<file path="src/rtl/abc_instr_fetch_seq.sv">
// Instruction fetch sequencer: owns the PC, issues NVM fetches, presents words to
// execute over valid/ready and applies branch/call/return redirects via a return stack.
module abc_instr_fetch_seq #(
  parameter int          ICWIDTH    = 8,
  parameter int          IWWIDTH    = 58,
  parameter int          SDEPTH     = 4,
  parameter int unsigned RESET_ADDR = 0
) (
  input  logic               CLK,
  input  logic               RST,
  input  logic               ENABLE,
  output logic               NVM_START,
  input  logic               NVM_STALL,
  output logic [ICWIDTH-1:0] NVM_ADDRESS,
  input  logic [IWWIDTH-1:0] NVM_INSTRUCTION,
  output logic               INSTR_VALID,
  output logic [IWWIDTH-1:0] INSTR,
  output logic [ICWIDTH-1:0] INSTR_PC,
  input  logic               INSTR_READY,
  input  logic               BRANCH,
  input  logic               CALL,
  input  logic               RET,
  input  logic [ICWIDTH-1:0] TARGET,
  output logic               STACK_ERR
);

  localparam int SPW = $clog2(SDEPTH + 1);
  localparam int SIW = (SDEPTH > 1) ? $clog2(SDEPTH) : 1;
  localparam logic [ICWIDTH-1:0] RST_PC  = ICWIDTH'(RESET_ADDR);
  localparam logic [SPW-1:0]     SP_FULL = SPW'(SDEPTH);

  typedef enum logic [1:0] {S_IDLE, S_FETCH, S_WAIT, S_HOLD} state_e;

  state_e               state_q;
  logic [ICWIDTH-1:0]   pc_q, pc_d;
  logic [ICWIDTH-1:0]   instr_pc_q;
  logic [ICWIDTH-1:0]   seq_pc;
  logic [IWWIDTH-1:0]   instr_q;
  logic                 start_q;
  logic                 valid_q;
  logic                 err_q, err_d;
  logic [SPW-1:0]       sp_q, sp_d, top_sp;
  logic [ICWIDTH-1:0]   stack_q [SDEPTH];
  logic                 accept;
  logic                 push;

  // Next-PC selection; only consumed in the accept cycle, so RET/CALL/BRANCH
  // have no effect at any other time.
  always_comb begin
    accept = (state_q == S_HOLD) && INSTR_READY;
    seq_pc = instr_pc_q + ICWIDTH'(1);
    top_sp = sp_q - SPW'(1);
    pc_d   = seq_pc;
    sp_d   = sp_q;
    err_d  = err_q;
    push   = 1'b0;
    if (RET) begin
      if (sp_q != '0) begin
        pc_d = stack_q[top_sp[SIW-1:0]];
        sp_d = top_sp;
      end else begin
        err_d = 1'b1;
      end
    end else if (CALL) begin
      pc_d = TARGET;
      if (sp_q != SP_FULL) begin
        push = accept;
        sp_d = sp_q + SPW'(1);
      end else begin
        err_d = 1'b1;
      end
    end else if (BRANCH) begin
      pc_d = TARGET;
    end
  end

  // Return-stack storage holds only data; emptiness is tracked by sp_q alone.
  always_ff @(posedge CLK) begin
    if (push) stack_q[sp_q[SIW-1:0]] <= seq_pc;
  end

  always_ff @(posedge CLK or posedge RST) begin
    if (RST) begin
      state_q    <= S_IDLE;
      pc_q       <= RST_PC;
      sp_q       <= '0;
      start_q    <= 1'b0;
      valid_q    <= 1'b0;
      instr_q    <= '0;
      instr_pc_q <= '0;
      err_q      <= 1'b0;
    end else begin
      case (state_q)
        S_IDLE: begin
          start_q <= ENABLE;
          if (ENABLE) state_q <= S_FETCH;
        end
        S_FETCH: begin
          start_q <= 1'b0;
          state_q <= S_WAIT;
        end
        S_WAIT: begin
          if (!NVM_STALL) begin
            instr_q    <= NVM_INSTRUCTION;
            instr_pc_q <= pc_q;
            valid_q    <= 1'b1;
            state_q    <= S_HOLD;
          end
        end
        S_HOLD: begin
          if (INSTR_READY) begin
            valid_q <= 1'b0;
            pc_q    <= pc_d;
            sp_q    <= sp_d;
            err_q   <= err_d;
            start_q <= ENABLE;
            state_q <= ENABLE ? S_FETCH : S_IDLE;
          end
        end
        default: begin
          state_q <= S_IDLE;
          start_q <= 1'b0;
        end
      endcase
    end
  end

  assign NVM_START   = start_q;
  assign NVM_ADDRESS = pc_q;
  assign INSTR_VALID = valid_q;
  assign INSTR       = instr_q;
  assign INSTR_PC    = instr_pc_q;
  assign STACK_ERR   = err_q;

endmodule
</file>
<file path="config.mk">
export PLATFORM = sky130hd
export DESIGN_NAME = abc_instr_fetch_seq
export DESIGN_NICKNAME = d
export VERILOG_FILES = /design/src/rtl/abc_instr_fetch_seq.sv
export SDC_FILE = /design/constraint.sdc
export NUM_CORES = 1
export LEC_CHECK = 0
export BUFFER_PORTS_ARGS = -buffer_cell sky130_fd_sc_hd__buf_2
export CAP_MARGIN = 15
export CORE_UTILIZATION = 51
export CTS_CLUSTER_DIAMETER = 50
export CTS_CLUSTER_SIZE = 30
export DETAILED_ROUTE_END_ITERATION = 10
export GPL_TIMING_DRIVEN = 0
export MAX_ROUTING_LAYER = met4
export PLACE_DENSITY = 0.84
export SKIP_LAST_GASP = 1
export SLEW_MARGIN = 20
export SYNTH_ARGS = -nofsm -noshare
export SYNTH_HDL_FRONTEND = slang
export SYNTH_SLANG_ARGS = --single-unit
</file>
<file path="constraint.sdc">
create_clock -name CLK -period 3.17 [get_ports CLK]
set_input_delay 0.634 -clock CLK [delete_from_list [all_inputs] [get_ports CLK]]
set_output_delay 0.634 -clock CLK [all_outputs]
set_load 0.02 [all_outputs]
</file>
Yosys cells after proc, flatten, opt, wreduce, memory -nomap -nowiden
Memories as Yosys holds them, arrays and structs flattened.
Index checks and enable logic that the tools add are counted.
{"block": "totals", "in_bits": 74, "output_inout_bits": 77, "word_cells": 64, "memories": 1, "ramBits": 32, "regBits": 82}
{"block": "classes", "eq_ne": 10, "bitwise": 1, "mux": 27, "n_reduce_logical": 14, "n_addsub": 3}
{"name": "stack_q", "words": 4, "word_bits": 8, "rd": 1, "rd_clocked_by_memory_dff": 0, "wr": 1, "line_no": "43", "rtl": "logic [ICWIDTH-1:0] stack_q [SDEPTH];"}
{"cell": "$mux 8", "n": 4}
{"cell": "$mux 1", "n": 13}
{"cell": "$mux 3", "n": 4}
{"cell": "$ne 2x2->1 const B", "n": 5}
{"cell": "$reduce_and 5->1", "n": 2}
{"cell": "$add 8x1->8 const B", "n": 1}
{"cell": "$pmux 2 s4", "n": 1}
{"cell": "$mux 2", "n": 3}
{"cell": "$reduce_and 2->1", "n": 3}
{"cell": "$reduce_and 3->1", "n": 2}
{"cell": "$reduce_bool 2->1", "n": 3}
{"cell": "$reduce_bool 3->1", "n": 2}
{"cell": "$eq 2x2->1 const B", "n": 2}
{"cell": "$add 3x1->3 const B", "n": 1}
{"cell": "$ne 3x3->1 const B", "n": 1}
{"cell": "$pmux 1 s3", "n": 1}
{"cell": "$sub 3x1->3 const B", "n": 1}
{"cell": "$eq 2x1->1 const B", "n": 1}
{"cell": "$logic_not 2->1", "n": 1}
{"cell": "$ne 2x1->1 const B", "n": 1}
{"cell": "$pmux 1 s2", "n": 1}
{"cell": "$logic_and 1x1->1", "n": 1}
{"cell": "$not 1->1", "n": 1}

Longest topological paths before layout
Gate-level depths: netlist of the first run.
{"block": "logic_depth", "ltp_word": 7, "ltp_mapped": 8, "ltp_nobuf": 6}

Worst setup path before layout of the first run
Ideal clock, no wire load.
{"block": "synth_timing", "kind": "reg-to-reg", "from": "register sp_q[0]", "to": "memory stack_q[0][0] (enable)", "required_time_ns": 2.838, "arrival_time_ns": 1.752, "n_path_buf": 1, "path_stages_with_launch": 6, "path_slack_ns": 1.086, "setup_time_ns": 0.332, "synth_period_minus_slack_ns": 2.084, "cell_sequence": "dfrtp_1 > buf_6 > inv_1 > ha_1 > a2111oi_0 > and2_1"}
{"block": "synth_between", "elab_chain_cells": 6}
{"item": "start: declaration", "line_no": "42", "rtl": "logic [SPW-1:0] sp_q, sp_d, top_sp;"}
{"item": "start signal: assignment", "line_no": "114", "rtl": "sp_q <= sp_d;"}
{"item": "$ne 3x3->1", "line_no": "66", "rtl": "if (sp_q != SP_FULL) begin"}
{"item": "$mux 1", "line_no": "66"}
{"item": "$mux 1", "line_no": "64", "rtl": "end else if (CALL) begin"}
{"item": "$mux 1", "line_no": "57", "rtl": "if (RET) begin"}
{"item": "$mux 1", "line_no": "79", "rtl": "if (push) stack_q[sp_q[SIW-1:0]] <= seq_pc;"}
{"item": "$mux 1 (implied by the code)", "line_no": "79"}
{"item": "end: declaration", "line_no": "43"}
Parallel ways exist; a longest one is shown, timed or not.

Worst setup path in the final report of the first run
{"block": "layout_timing", "from": "register sp_q[0]", "to": "memory stack_q[2][5] (enable)"}
The elaborated chain is that of the path after synthesis.

==> run_summary.xml, run 1 <==
<?xml version="1.0" encoding="UTF-8"?>
<metrics>
  <group name="placement">
    <metric name="post-place-ws" unit="ns">0.629</metric>
    <metric name="placed_cells_incl_taps" unit="">605</metric>
    <metric name="port_buffers" unit="">150</metric>
    <metric name="gp_congestion" unit="">0.866</metric>
    <metric name="dp_hpwl" unit="um">7650</metric>
  </group>
  <group name="finish">
    <metric name="cell_count_final_fillers_out" unit="">637</metric>
    <metric name="post_route_cells_drive_above_1_share" unit="%">53.3</metric>
    <metric name="finish.net_count" unit="">580</metric>
    <metric name="diodes" unit="">0</metric>
    <metric name="synthToLayoutAreaGrowth" unit="%">30.9</metric>
  </group>
  <group name="setup_path">
    <metric name="critical_path_class" unit="">flop to flop</metric>
    <metric name="reg2reg_depth" unit="">5</metric>
    <metric name="cp_slowest_stage_delay" unit="ns">0.63</metric>
    <metric name="critical_path.cell_chain" unit="">buf_6, inv_1, ha_1, a2111oi_0, and2_1</metric>
    <metric name="setup.worst_path.start_class" unit="">flop</metric>
    <metric name="critical_path.reg2reg.endpoint" unit="">stack_q[2][5]</metric>
    <metric name="critical_path.endpoint_type" unit="">flop</metric>
    <metric name="reg2reg_setup_slack" unit="ns">0.63</metric>
    <metric name="critical_path_required" unit="ns">3.32</metric>
    <metric name="worst-path-max-fanout" unit="">9</metric>
    <metric name="buf_inv_on_cp" unit="">2</metric>
    <metric name="worst_ep_arrival_time" unit="ns">2.69</metric>
    <metric name="critPathSlowestCell" unit="">sky130_fd_sc_hd__a2111oi_0</metric>
    <metric name="crit_path_max_delay_family" unit="">compound AO/OA/AOI/OAI gates</metric>
    <metric name="critical_path.reg2reg.startpoint" unit="">sp_q[0]</metric>
  </group>
  <group name="grt">
    <metric name="total_global_routing_overflow" unit="">0</metric>
    <metric name="gr-usage-all-layers" unit="%">24.0</metric>
    <metric name="highest_utilization_routing_layer_at_the_global_route_stage" unit="">met2</metric>
    <metric name="antenna_found_initial" unit="">0</metric>
    <metric name="global_route.usage.met1" unit="%">28.7</metric>
    <metric name="grt_first_pass_wirelength" unit="um">17200</metric>
    <metric name="grt_use_met2" unit="%">37.4</metric>
    <metric name="grt_pass1_vias" unit="">3460</metric>
    <metric name="use_met3" unit="%">6.55</metric>
    <metric name="pin_count_of_the_biggest_net_entering_global_routing" unit="">46</metric>
  </group>
  <group name="floorplanning">
    <metric name="ioPinCount" unit="">151</metric>
    <metric name="floorplan.core_area" unit="sq mm">0.00924</metric>
    <metric name="initial_utilization" unit="%">52.8</metric>
    <metric name="dieWidth" unit="um">99.8</metric>
    <metric name="dieArea" unit="sq mm">0.00996</metric>
    <metric name="rows" unit="">35</metric>
    <metric name="floorplan.die.height" unit="um">99.8</metric>
  </group>
  <group name="yosys">
    <metric name="syn-cell-area" unit="sq mm">0.00488</metric>
    <metric name="yosys_most_used_dff" unit="">sky130_fd_sc_hd__dfrtp_1</metric>
    <metric name="netlist_instances" unit="">325</metric>
    <metric name="ys_ff_latch" unit="">114</metric>
    <metric name="main_combinational_cell_family_by_area_after_synthesis" unit="">multiplexers</metric>
    <metric name="synthesis.nets" unit="">410</metric>
    <metric name="post_synth_and_or_nand_nor_area_fraction" unit="%">5.11</metric>
    <metric name="synth_edf_count" unit="">32</metric>
    <metric name="compound_cell_area_share_of_the_yosys_netlist" unit="%">6.67</metric>
    <metric name="synth_xor_xnor_area_share" unit="%">1.26</metric>
    <metric name="yosys.area_share.adder" unit="%">2.82</metric>
    <metric name="mean_syn_cell_area" unit="sq um">15.0</metric>
    <metric name="ys.warnings.count" unit="">0</metric>
    <metric name="synth_async_sr_flop_share" unit="%">71.9</metric>
    <metric name="synthDistinctLibCells" unit="">47</metric>
    <metric name="seq_area_frac_synth" unit="%">61.8</metric>
    <metric name="synth.area.mux_share" unit="%">19.9</metric>
  </group>
  <group name="power_and_ir_drop">
    <metric name="irDropWorstVdd" unit="uV">775</metric>
    <metric name="swShare" unit="%">37.4</metric>
    <metric name="post-layout-total-power" unit="uW">7030</metric>
    <metric name="pwr_density_cell" unit="mW/mm^2">1100</metric>
    <metric name="clock_power_share" unit="%">25.4</metric>
    <metric name="comb_power_share" unit="%">39.1</metric>
    <metric name="p_int" unit="uW">4400</metric>
    <metric name="power.leakage" unit="uW">0.00290</metric>
    <metric name="netSwitchingPower" unit="uW">2630</metric>
    <metric name="sequentialPowerShare" unit="%">35.4</metric>
  </group>
  <group name="drt">
    <metric name="drt-initial-drc-count" unit="">245</metric>
    <metric name="dr.pass1.iters" unit="">4</metric>
    <metric name="detail_route.vias_per_cell" unit="">5.32</metric>
    <metric name="route.antenna.remaining_nets" unit="">0</metric>
    <metric name="detail_route.wirelength" unit="um">11100</metric>
    <metric name="dr_total_vias" unit="">3390</metric>
    <metric name="wl_per_cell" unit="um">17.4</metric>
    <metric name="remaining_drc_errors" unit="">0</metric>
  </group>
  <group name="timing">
    <metric name="rsz_0062_raised_after_global_routing" unit="">no</metric>
    <metric name="timing.final.crit_period" unit="ns">2.54</metric>
    <metric name="finalClockSkew" unit="ns">0.00828</metric>
    <metric name="timing.final.hold_violations" unit="">0</metric>
    <metric name="finalSetupViolations" unit="">0</metric>
    <metric name="final_min_period_over_clock_period" unit="%">80.2</metric>
    <metric name="tightest_slew" unit="ns">0.667</metric>
    <metric name="final_max_tran_viols" unit="">0</metric>
    <metric name="fin_ws" unit="ns">0.629</metric>
    <metric name="timing.max_slew.rel_slack" unit="%">54.4</metric>
    <metric name="clock.fmax" unit="MHz">394</metric>
    <metric name="totalNegativeSetupSlack" unit="ns">0</metric>
  </group>
  <group name="outcome">
    <metric name="outcome" unit="">complete, no violations</metric>
  </group>
  <group name="clock_network">
    <metric name="tritoncts.num_buffers" unit="">17</metric>
    <metric name="cts_htree_levels" unit="">4</metric>
    <metric name="post_cts_buffers" unit="">0</metric>
    <metric name="clk_path_buf_depth" unit="">2</metric>
    <metric name="cts_num_sinks" unit="">114</metric>
    <metric name="ctsResizeCount" unit="">0</metric>
    <metric name="cts.clk_slew.worst_paths" unit="ns">0.06</metric>
    <metric name="clk-insertion-delay-late" unit="ns">0.51</metric>
    <metric name="cts_hold_repair.buffers" unit="">0</metric>
    <metric name="cts_tree" unit="">yes</metric>
    <metric name="cts.root.buffer_cell" unit="">sky130_fd_sc_hd__clkbuf_8</metric>
  </group>
  <group name="run">
    <metric name="max_cap_viol_count" unit="">0</metric>
  </group>
  <group name="hold_path">
    <metric name="hold_path_class" unit="">input port to async pin</metric>
  </group>
</metrics>
cell type report:
cell class,instances,area [sq um]
timing repair buffer,151,778
multi-input combinational,186,1740
fill,633,2850
tap,129,161
clock buffer,19,442
sequential,114,3010
clock inverter,13,125
inverter,10,40.0
buffer,15,85.1
worst max-delay path by stage:
stage,slack (ns),end,cells past startpoint,startpoint
6_report,0.63,stack_q[2][5],5,sp_q[0]
2_1_floorplan,0.43,INSTR[0],1,RST
4_1_cts,0.63,stack_q[2][4],5,sp_q[0]
5_1_grt,0.49,stack_q[1][7],5,sp_q[0]
3_5_place_dp,0.63,stack_q[3][6],5,sp_q[0]
3_3_place_gp,-0.44,NVM_ADDRESS[4],2,RST
power groups by stage:
| stage | Sequential (uW) | Clock (uW) | Combinational (uW) |
|---|---|---|---|
| 5_1_grt | 2550 | 1880 | 2950 |
| 6_report | 2490 | 1790 | 2750 |
| 3_3_place_gp | 2450 | 0 | 2650 |
| 2_1_floorplan | 3060 | 0 | 1250 |
| 3_5_place_dp | 2490 | 0 | 2750 |
| 4_1_cts | 2480 | 1810 | 2770 |
per-stage QoR:
| step | hold WS (ns) | cell area (sq um) | util (%) |
|---|---|---|---|
| detailed placement | 0.459 | 5820 | 63.0 |
| floorplan | 0.561 | 4880 | - |
| CTS | 0.157 | 6390 | 69.1 |
| finish | 0.152 | 6390 | 69.1 |
| global placement | 0.455 | 5790 | 62.7 |
| global route | 0.178 | 6390 | 69.1 |
logic make-up (layout without fill, tap and decap cells):
family | after synthesis | after routing
AND/OR/NAND/NOR | 46 | 46
multiplexers | 76 | 76
XOR/XNOR | 7 | 7
flip-flops | 114 | 114
buffers and inverters | 25 | 208
AO/OA/AOI/OAI | 46 | 46
adder cells (fa/ha/maj) | 11 | 11
synthesized netlist by cell type (2+ instances only):
cell type | count | area [sq um]
sky130_fd_sc_hd__nand3_1 | 4 | 20.0
sky130_fd_sc_hd__buf_2 | 8 | 40.0
sky130_fd_sc_hd__o211ai_1 | 4 | 30.0
sky130_fd_sc_hd__nand2_1 | 13 | 48.8
sky130_fd_sc_hd__a31o_2 | 2 | 17.5
sky130_fd_sc_hd__and3b_1 | 2 | 17.5
sky130_fd_sc_hd__a31oi_1 | 5 | 31.3
sky130_fd_sc_hd__nor3b_1 | 2 | 15.0
sky130_fd_sc_hd__buf_4 | 3 | 22.5
sky130_fd_sc_hd__a2111oi_0 | 2 | 17.5
sky130_fd_sc_hd__o21ai_0 | 12 | 60.1
sky130_fd_sc_hd__ha_1 | 11 | 138
sky130_fd_sc_hd__or3_1 | 3 | 18.8
sky130_fd_sc_hd__mux4_1 | 6 | 158
sky130_fd_sc_hd__o21a_1 | 3 | 22.5
sky130_fd_sc_hd__a22oi_1 | 3 | 22.5
sky130_fd_sc_hd__xnor2_1 | 5 | 43.8
sky130_fd_sc_hd__nor3_1 | 2 | 10.0
sky130_fd_sc_hd__nor2b_1 | 2 | 12.5
sky130_fd_sc_hd__mux4_2 | 2 | 45.0
sky130_fd_sc_hd__nor2_1 | 5 | 18.8
sky130_fd_sc_hd__mux2_2 | 68 | 766
sky130_fd_sc_hd__a21oi_1 | 3 | 15.0
sky130_fd_sc_hd__edfxtp_1 | 32 | 961
sky130_fd_sc_hd__and2_1 | 7 | 43.8
sky130_fd_sc_hd__xor2_1 | 2 | 17.5
sky130_fd_sc_hd__a21o_1 | 2 | 15.0
sky130_fd_sc_hd__clkbuf_1 | 2 | 7.51
sky130_fd_sc_hd__dfrtp_1 | 82 | 2050
sky130_fd_sc_hd__o31ai_1 | 2 | 15.0
sky130_fd_sc_hd__inv_1 | 10 | 37.5
flip-flops by register name (all words and copies together), names as in the netlist:
signal       flops
INSTR_VALID      1
NVM_ADDRESS      8
state_q          2
NVM_START        1
stack_q         32
sp_q             3
INSTR           58
STACK_ERR        1
INSTR_PC         8
layer usage:
metal  wire length [um]  part of all wire, %  vias up
li1                   -                    -     1553
met1               4380                   40     1642
met2               5460                   49      171
met3                987                  8.9       24
met4                263                  2.4        0
met5                  0                    0        -
worst register-to-register path: stages, from the launching register on:
cell	delay (ns)
sky130_fd_sc_hd__dfrtp_1	0.38
sky130_fd_sc_hd__buf_6	0.20
sky130_fd_sc_hd__inv_1	0.12
sky130_fd_sc_hd__ha_1	0.31
sky130_fd_sc_hd__a2111oi_0	0.63
sky130_fd_sc_hd__and2_1	0.54
placed cells by master (no fill, tap or decap), types with 3 or more instances in the layout:
cell | Yosys | final
sky130_fd_sc_hd__clkinv_4 | 0 | 4
sky130_fd_sc_hd__clkbuf_16 | 0 | 16
sky130_fd_sc_hd__and2_1 | 7 | 7
sky130_fd_sc_hd__o211ai_1 | 4 | 4
sky130_fd_sc_hd__mux4_1 | 6 | 6
sky130_fd_sc_hd__a31oi_1 | 5 | 5
sky130_fd_sc_hd__edfxtp_1 | 32 | 32
sky130_fd_sc_hd__a22oi_1 | 3 | 3
sky130_fd_sc_hd__clkbuf_8 | 0 | 3
sky130_fd_sc_hd__inv_4 | 0 | 3
sky130_fd_sc_hd__buf_4 | 3 | 3
sky130_fd_sc_hd__nand3_1 | 4 | 4
sky130_fd_sc_hd__o21ai_0 | 12 | 12
sky130_fd_sc_hd__ha_1 | 11 | 11
sky130_fd_sc_hd__inv_1 | 10 | 9
sky130_fd_sc_hd__nand2_1 | 13 | 13
sky130_fd_sc_hd__xnor2_1 | 5 | 5
sky130_fd_sc_hd__a21oi_1 | 3 | 3
sky130_fd_sc_hd__mux2_2 | 68 | 68
sky130_fd_sc_hd__nor2_1 | 5 | 5
sky130_fd_sc_hd__buf_2 | 8 | 158
sky130_fd_sc_hd__inv_6 | 0 | 3
sky130_fd_sc_hd__dfrtp_1 | 82 | 82
sky130_fd_sc_hd__o21a_1 | 3 | 3
sky130_fd_sc_hd__or3_1 | 3 | 3
No activity file was read; power rests on OpenSTA's default activity.
==> run 2, diff against run 1 <==
--- a/config.mk
+++ b/config.mk
@@ -5,15 +5,16 @@
 export SDC_FILE = /design/constraint.sdc
 export NUM_CORES = 1
 export LEC_CHECK = 0
+export ABC_AREA = 1
 export BUFFER_PORTS_ARGS = -buffer_cell sky130_fd_sc_hd__buf_2
 export CAP_MARGIN = 15
-export CORE_UTILIZATION = 51
+export CORE_UTILIZATION = 46
 export CTS_CLUSTER_DIAMETER = 50
 export CTS_CLUSTER_SIZE = 30
 export DETAILED_ROUTE_END_ITERATION = 10
 export GPL_TIMING_DRIVEN = 0
 export MAX_ROUTING_LAYER = met4
-export PLACE_DENSITY = 0.84
+export PLACE_DENSITY = 0.8
 export SKIP_LAST_GASP = 1
 export SLEW_MARGIN = 20
 export SYNTH_ARGS = -nofsm -noshare
==> constraint.sdc (replaced) <==
create_clock -name CLK -period 2.1 [get_ports CLK]
set_input_delay 0.42 -clock CLK [delete_from_list [all_inputs] [get_ports CLK]]
set_output_delay 0.42 -clock CLK [all_outputs]
set_load 0.02 [all_outputs]
==> run 2 against run 1 <==
- sequential share of layout area shrank 1.2 points
- sequential power rose by 48%
- fmax increased by 26%
- critical path depth unchanged
==> run_summary.xml, run 2 <==
<?xml version="1.0" encoding="UTF-8"?>
<metrics>
  <group name="power_and_ir_drop">
    <metric name="swShare" unit="%">41.6</metric>
    <metric name="clock_power_share" unit="%">23.5</metric>
    <metric name="pwr_density_cell" unit="mW/mm^2">1580</metric>
    <metric name="power.leakage" unit="uW">0.00340</metric>
    <metric name="sequentialPowerShare" unit="%">35.5</metric>
    <metric name="p_int" unit="uW">6040</metric>
    <metric name="irDropWorstVdd" unit="uV">963</metric>
    <metric name="post-layout-total-power" unit="uW">10300</metric>
    <metric name="comb_power_share" unit="%">41.0</metric>
    <metric name="netSwitchingPower" unit="uW">4310</metric>
  </group>
  <group name="yosys">
    <metric name="synthDistinctLibCells" unit="">31</metric>
    <metric name="syn-cell-area" unit="sq mm">0.00498</metric>
    <metric name="seq_area_frac_synth" unit="%">60.5</metric>
    <metric name="ys_ff_latch" unit="">114</metric>
    <metric name="netlist_top_cells_count" unit="">sky130_fd_sc_hd__nand2_1 (248), sky130_fd_sc_hd__dfrtp_1 (82), sky130_fd_sc_hd__nor2_1 (46)</metric>
    <metric name="yosysTopAreaCell" unit="">sky130_fd_sc_hd__dfrtp_1</metric>
    <metric name="synth_top_cell_area_share" unit="%">41.2</metric>
    <metric name="synthesis.nets" unit="">643</metric>
    <metric name="yosys_most_used_dff" unit="">sky130_fd_sc_hd__dfrtp_1</metric>
    <metric name="synth_async_sr_flop_share" unit="%">71.9</metric>
    <metric name="synth.top_cells.by_area" unit="">sky130_fd_sc_hd__dfrtp_1 (41%), sky130_fd_sc_hd__edfxtp_1 (19%), sky130_fd_sc_hd__nand2_1 (19%), sky130_fd_sc_hd__nor2_1 (3.5%), sky130_fd_sc_hd__ha_1 (2.8%)</metric>
    <metric name="netlist_instances" unit="">558</metric>
    <metric name="mean_syn_cell_area" unit="sq um">8.93</metric>
    <metric name="synth_edf_count" unit="">32</metric>
    <metric name="ys.warnings.count" unit="">0</metric>
    <metric name="yosys.cell_count.top_type" unit="">sky130_fd_sc_hd__nand2_1</metric>
  </group>
  <group name="setup_path">
    <metric name="crit_path_max_delay_family" unit="">simple AND/OR/NAND/NOR gates</metric>
    <metric name="worst_ep_arrival_time" unit="ns">2.19</metric>
    <metric name="critical_path.cell_chain" unit="">ha_1, nand2_2, nor2_2, nand3_2, nor2_4</metric>
    <metric name="critical_path.reg2reg.startpoint" unit="">state_q[1]</metric>
    <metric name="worstSetupPathDepth" unit="">5</metric>
    <metric name="critPathSlowestCell" unit="">sky130_fd_sc_hd__dfrtp_1</metric>
    <metric name="setup.worst_path.start_class" unit="">flop</metric>
    <metric name="critical_path.reg2reg.endpoint" unit="">stack_q[3][1]</metric>
    <metric name="critical_path_required" unit="ns">2.28</metric>
    <metric name="worst-path-max-fanout" unit="">8</metric>
    <metric name="buf_inv_on_cp" unit="">0</metric>
    <metric name="crit_path_end" unit="">stack_q[3][1]</metric>
    <metric name="reg2reg_depth" unit="">5</metric>
    <metric name="worst_setup_path_startpoint" unit="">state_q[1]</metric>
    <metric name="reg2reg_setup_slack" unit="ns">0.09</metric>
    <metric name="critical_path.endpoint_type" unit="">flop</metric>
    <metric name="cp_slowest_stage_delay" unit="ns">0.42</metric>
    <metric name="critical_path_class" unit="">flop to flop</metric>
  </group>
  <group name="finish">
    <metric name="mostFrequentLayoutCells" unit="">sky130_fd_sc_hd__nand2_1 (248), sky130_fd_sc_hd__buf_2 (160), sky130_fd_sc_hd__dfrtp_1 (82)</metric>
    <metric name="max_ffs_per_register" unit="">58</metric>
    <metric name="finish.net_count" unit="">817</metric>
    <metric name="synthToLayoutAreaGrowth" unit="%">31.7</metric>
    <metric name="final_common_cell" unit="">sky130_fd_sc_hd__nand2_1</metric>
    <metric name="diodes" unit="">0</metric>
    <metric name="post_route_cells_drive_above_1_share" unit="%">29.6</metric>
  </group>
  <group name="clock_network">
    <metric name="cts_num_sinks" unit="">114</metric>
    <metric name="clk_path_buf_depth" unit="">2</metric>
    <metric name="cts.clk_slew.worst_paths" unit="ns">0.05</metric>
    <metric name="cts.root.buffer_cell" unit="">sky130_fd_sc_hd__clkbuf_8</metric>
    <metric name="tritoncts.num_buffers" unit="">17</metric>
    <metric name="clk-insertion-delay-late" unit="ns">0.51</metric>
    <metric name="cts_htree_levels" unit="">4</metric>
    <metric name="cts_tree" unit="">yes</metric>
  </group>
  <group name="drt">
    <metric name="dr.pass1.iters" unit="">5</metric>
    <metric name="detail_route.wirelength" unit="um">12900</metric>
    <metric name="detail_route.vias_per_cell" unit="">4.97</metric>
    <metric name="dr_total_vias" unit="">4372</metric>
    <metric name="route.antenna.remaining_nets" unit="">0</metric>
    <metric name="drt-initial-drc-count" unit="">286</metric>
    <metric name="wl_per_cell" unit="um">14.6</metric>
    <metric name="remaining_drc_errors" unit="">0</metric>
  </group>
  <group name="placement">
    <metric name="port_buffers" unit="">150</metric>
    <metric name="post-place-ws" unit="ns">-0.346</metric>
    <metric name="dp_hpwl" unit="um">9120</metric>
    <metric name="gp_congestion" unit="">0.915</metric>
  </group>
  <group name="grt">
    <metric name="antenna_found_initial" unit="">0</metric>
    <metric name="pin_count_of_the_biggest_net_entering_global_routing" unit="">34</metric>
    <metric name="grt_pass1_vias" unit="">4532</metric>
    <metric name="total_global_routing_overflow" unit="">0</metric>
    <metric name="gr-usage-all-layers" unit="%">25.8</metric>
    <metric name="grt_first_pass_wirelength" unit="um">21500</metric>
  </group>
  <group name="timing">
    <metric name="timing.final.crit_period" unit="ns">2.01</metric>
    <metric name="finalSetupViolations" unit="">0</metric>
    <metric name="timing.max_slew.rel_slack" unit="%">66.2</metric>
    <metric name="timing.final.hold_violations" unit="">0</metric>
    <metric name="final_max_tran_viols" unit="">0</metric>
    <metric name="clock.fmax" unit="MHz">498</metric>
    <metric name="tightest_slew" unit="ns">0.507</metric>
    <metric name="final_min_period_over_clock_period" unit="%">95.7</metric>
    <metric name="totalNegativeSetupSlack" unit="ns">0</metric>
    <metric name="rsz_0062_raised_after_global_routing" unit="">no</metric>
    <metric name="finalClockSkew" unit="ns">0.00656</metric>
    <metric name="fin_ws" unit="ns">0.0906</metric>
  </group>
  <group name="floorplanning">
    <metric name="dieArea" unit="sq mm">0.0112</metric>
    <metric name="floorplan.die.height" unit="um">106</metric>
    <metric name="rows" unit="">37</metric>
    <metric name="floorplan.core_area" unit="sq mm">0.0104</metric>
    <metric name="ioPinCount" unit="">151</metric>
    <metric name="dieWidth" unit="um">106</metric>
    <metric name="initial_utilization" unit="%">47.8</metric>
  </group>
  <group name="hold_path">
    <metric name="hold_path_class" unit="">input port to flop</metric>
  </group>
  <group name="outcome">
    <metric name="outcome" unit="">complete, no violations</metric>
  </group>
  <group name="run">
    <metric name="max_cap_viol_count" unit="">0</metric>
  </group>
</metrics>
[run 2: cell type report]
cell class | instances | area (sq um)
plain buffers | 19 | 98.8
clock buffers | 22 | 433
clock inverters | 9 | 66.3
fillers | 842 | 3860
inverters | 35 | 143
multi-input cells | 389 | 1770
flip-flops and latches | 114 | 3010
well taps | 136 | 170
repair buffers | 156 | 861
[run 2: worst min-delay path by stage]
stage	endpoint	cells after the start	startpoint
2_1_floorplan	sp_q[2]	1	sp_q[2]
3_3_place_gp	INSTR[51]	2	INSTR[51]
3_5_place_dp	STACK_ERR	1	STACK_ERR
4_1_cts	INSTR[54]	3	NVM_INSTRUCTION[54]
5_1_grt	INSTR[33]	3	NVM_INSTRUCTION[33]
6_report	INSTR[54]	3	NVM_INSTRUCTION[54]
[run 2: routing by layer]
metal	wire length (um)	GRT usage, %	vias to the layer above
met5	0	-	-
met4	314	9.52	0
met3	1020	6.87	30
met2	6540	44.3	198
met1	4980	28.9	2045
li1	-	-	2099
[run 2: worst min-delay path, stage by stage]
cell and delay, ns:
sky130_fd_sc_hd__buf_2 0.07, sky130_fd_sc_hd__nand2_1 0.04, sky130_fd_sc_hd__nand2_1 0.05
[run 2: power groups by stage]
stage          Sequential (uW)  Clock [uW]  Combinational, uW
3_5_place_dp              3670           0               4150
6_report                  3680        2430               4240
4_1_cts                   3670        2460               4220
3_3_place_gp              3650           0               4000
5_1_grt                   3770        2560               4680
2_1_floorplan             4480           0               1900
[run 2: through the flow]
step | hold WS, ns | std cells | util, % | instance area, sq um
3_5_place_dp | 0.452 | 846 | 57.1 | 5950
3_3_place_gp | 0.449 | 844 | 56.7 | 5910
2_1_floorplan | 0.500 | 558 | - | 4980
4_1_cts | 0.0880 | 880 | 62.8 | 6550
5_1_grt | 0.0920 | 880 | 63.0 | 6560
6_report | 0.105 | 880 | 63.0 | 6560
[run 2: cells by family after synthesis]
| group | count (synthesis) | share of synthesized area [%] |
|---|---|---|
| AO/OA/AOI/OAI | 36 | 3.92 |
| XOR/XNOR | 5 | 0.879 |
| adder cells (fa/ha/maj) | 11 | 2.76 |
| buffers and inverters | 55 | 4.82 |
| flip-flops | 114 | 60.5 |
| AND/OR/NAND/NOR | 337 | 27.1 |
[run 2: timing repair]
item                                    in CTS  in global routing
resized for setup                           10                  4
hold buffers                                 1                  0
pin swaps                                    3                  1
buffers inserted                             3                  0
hold endpoints to repair                    22                  0
endpoints found under the setup margin      35                 81
cloned                                       0                  0
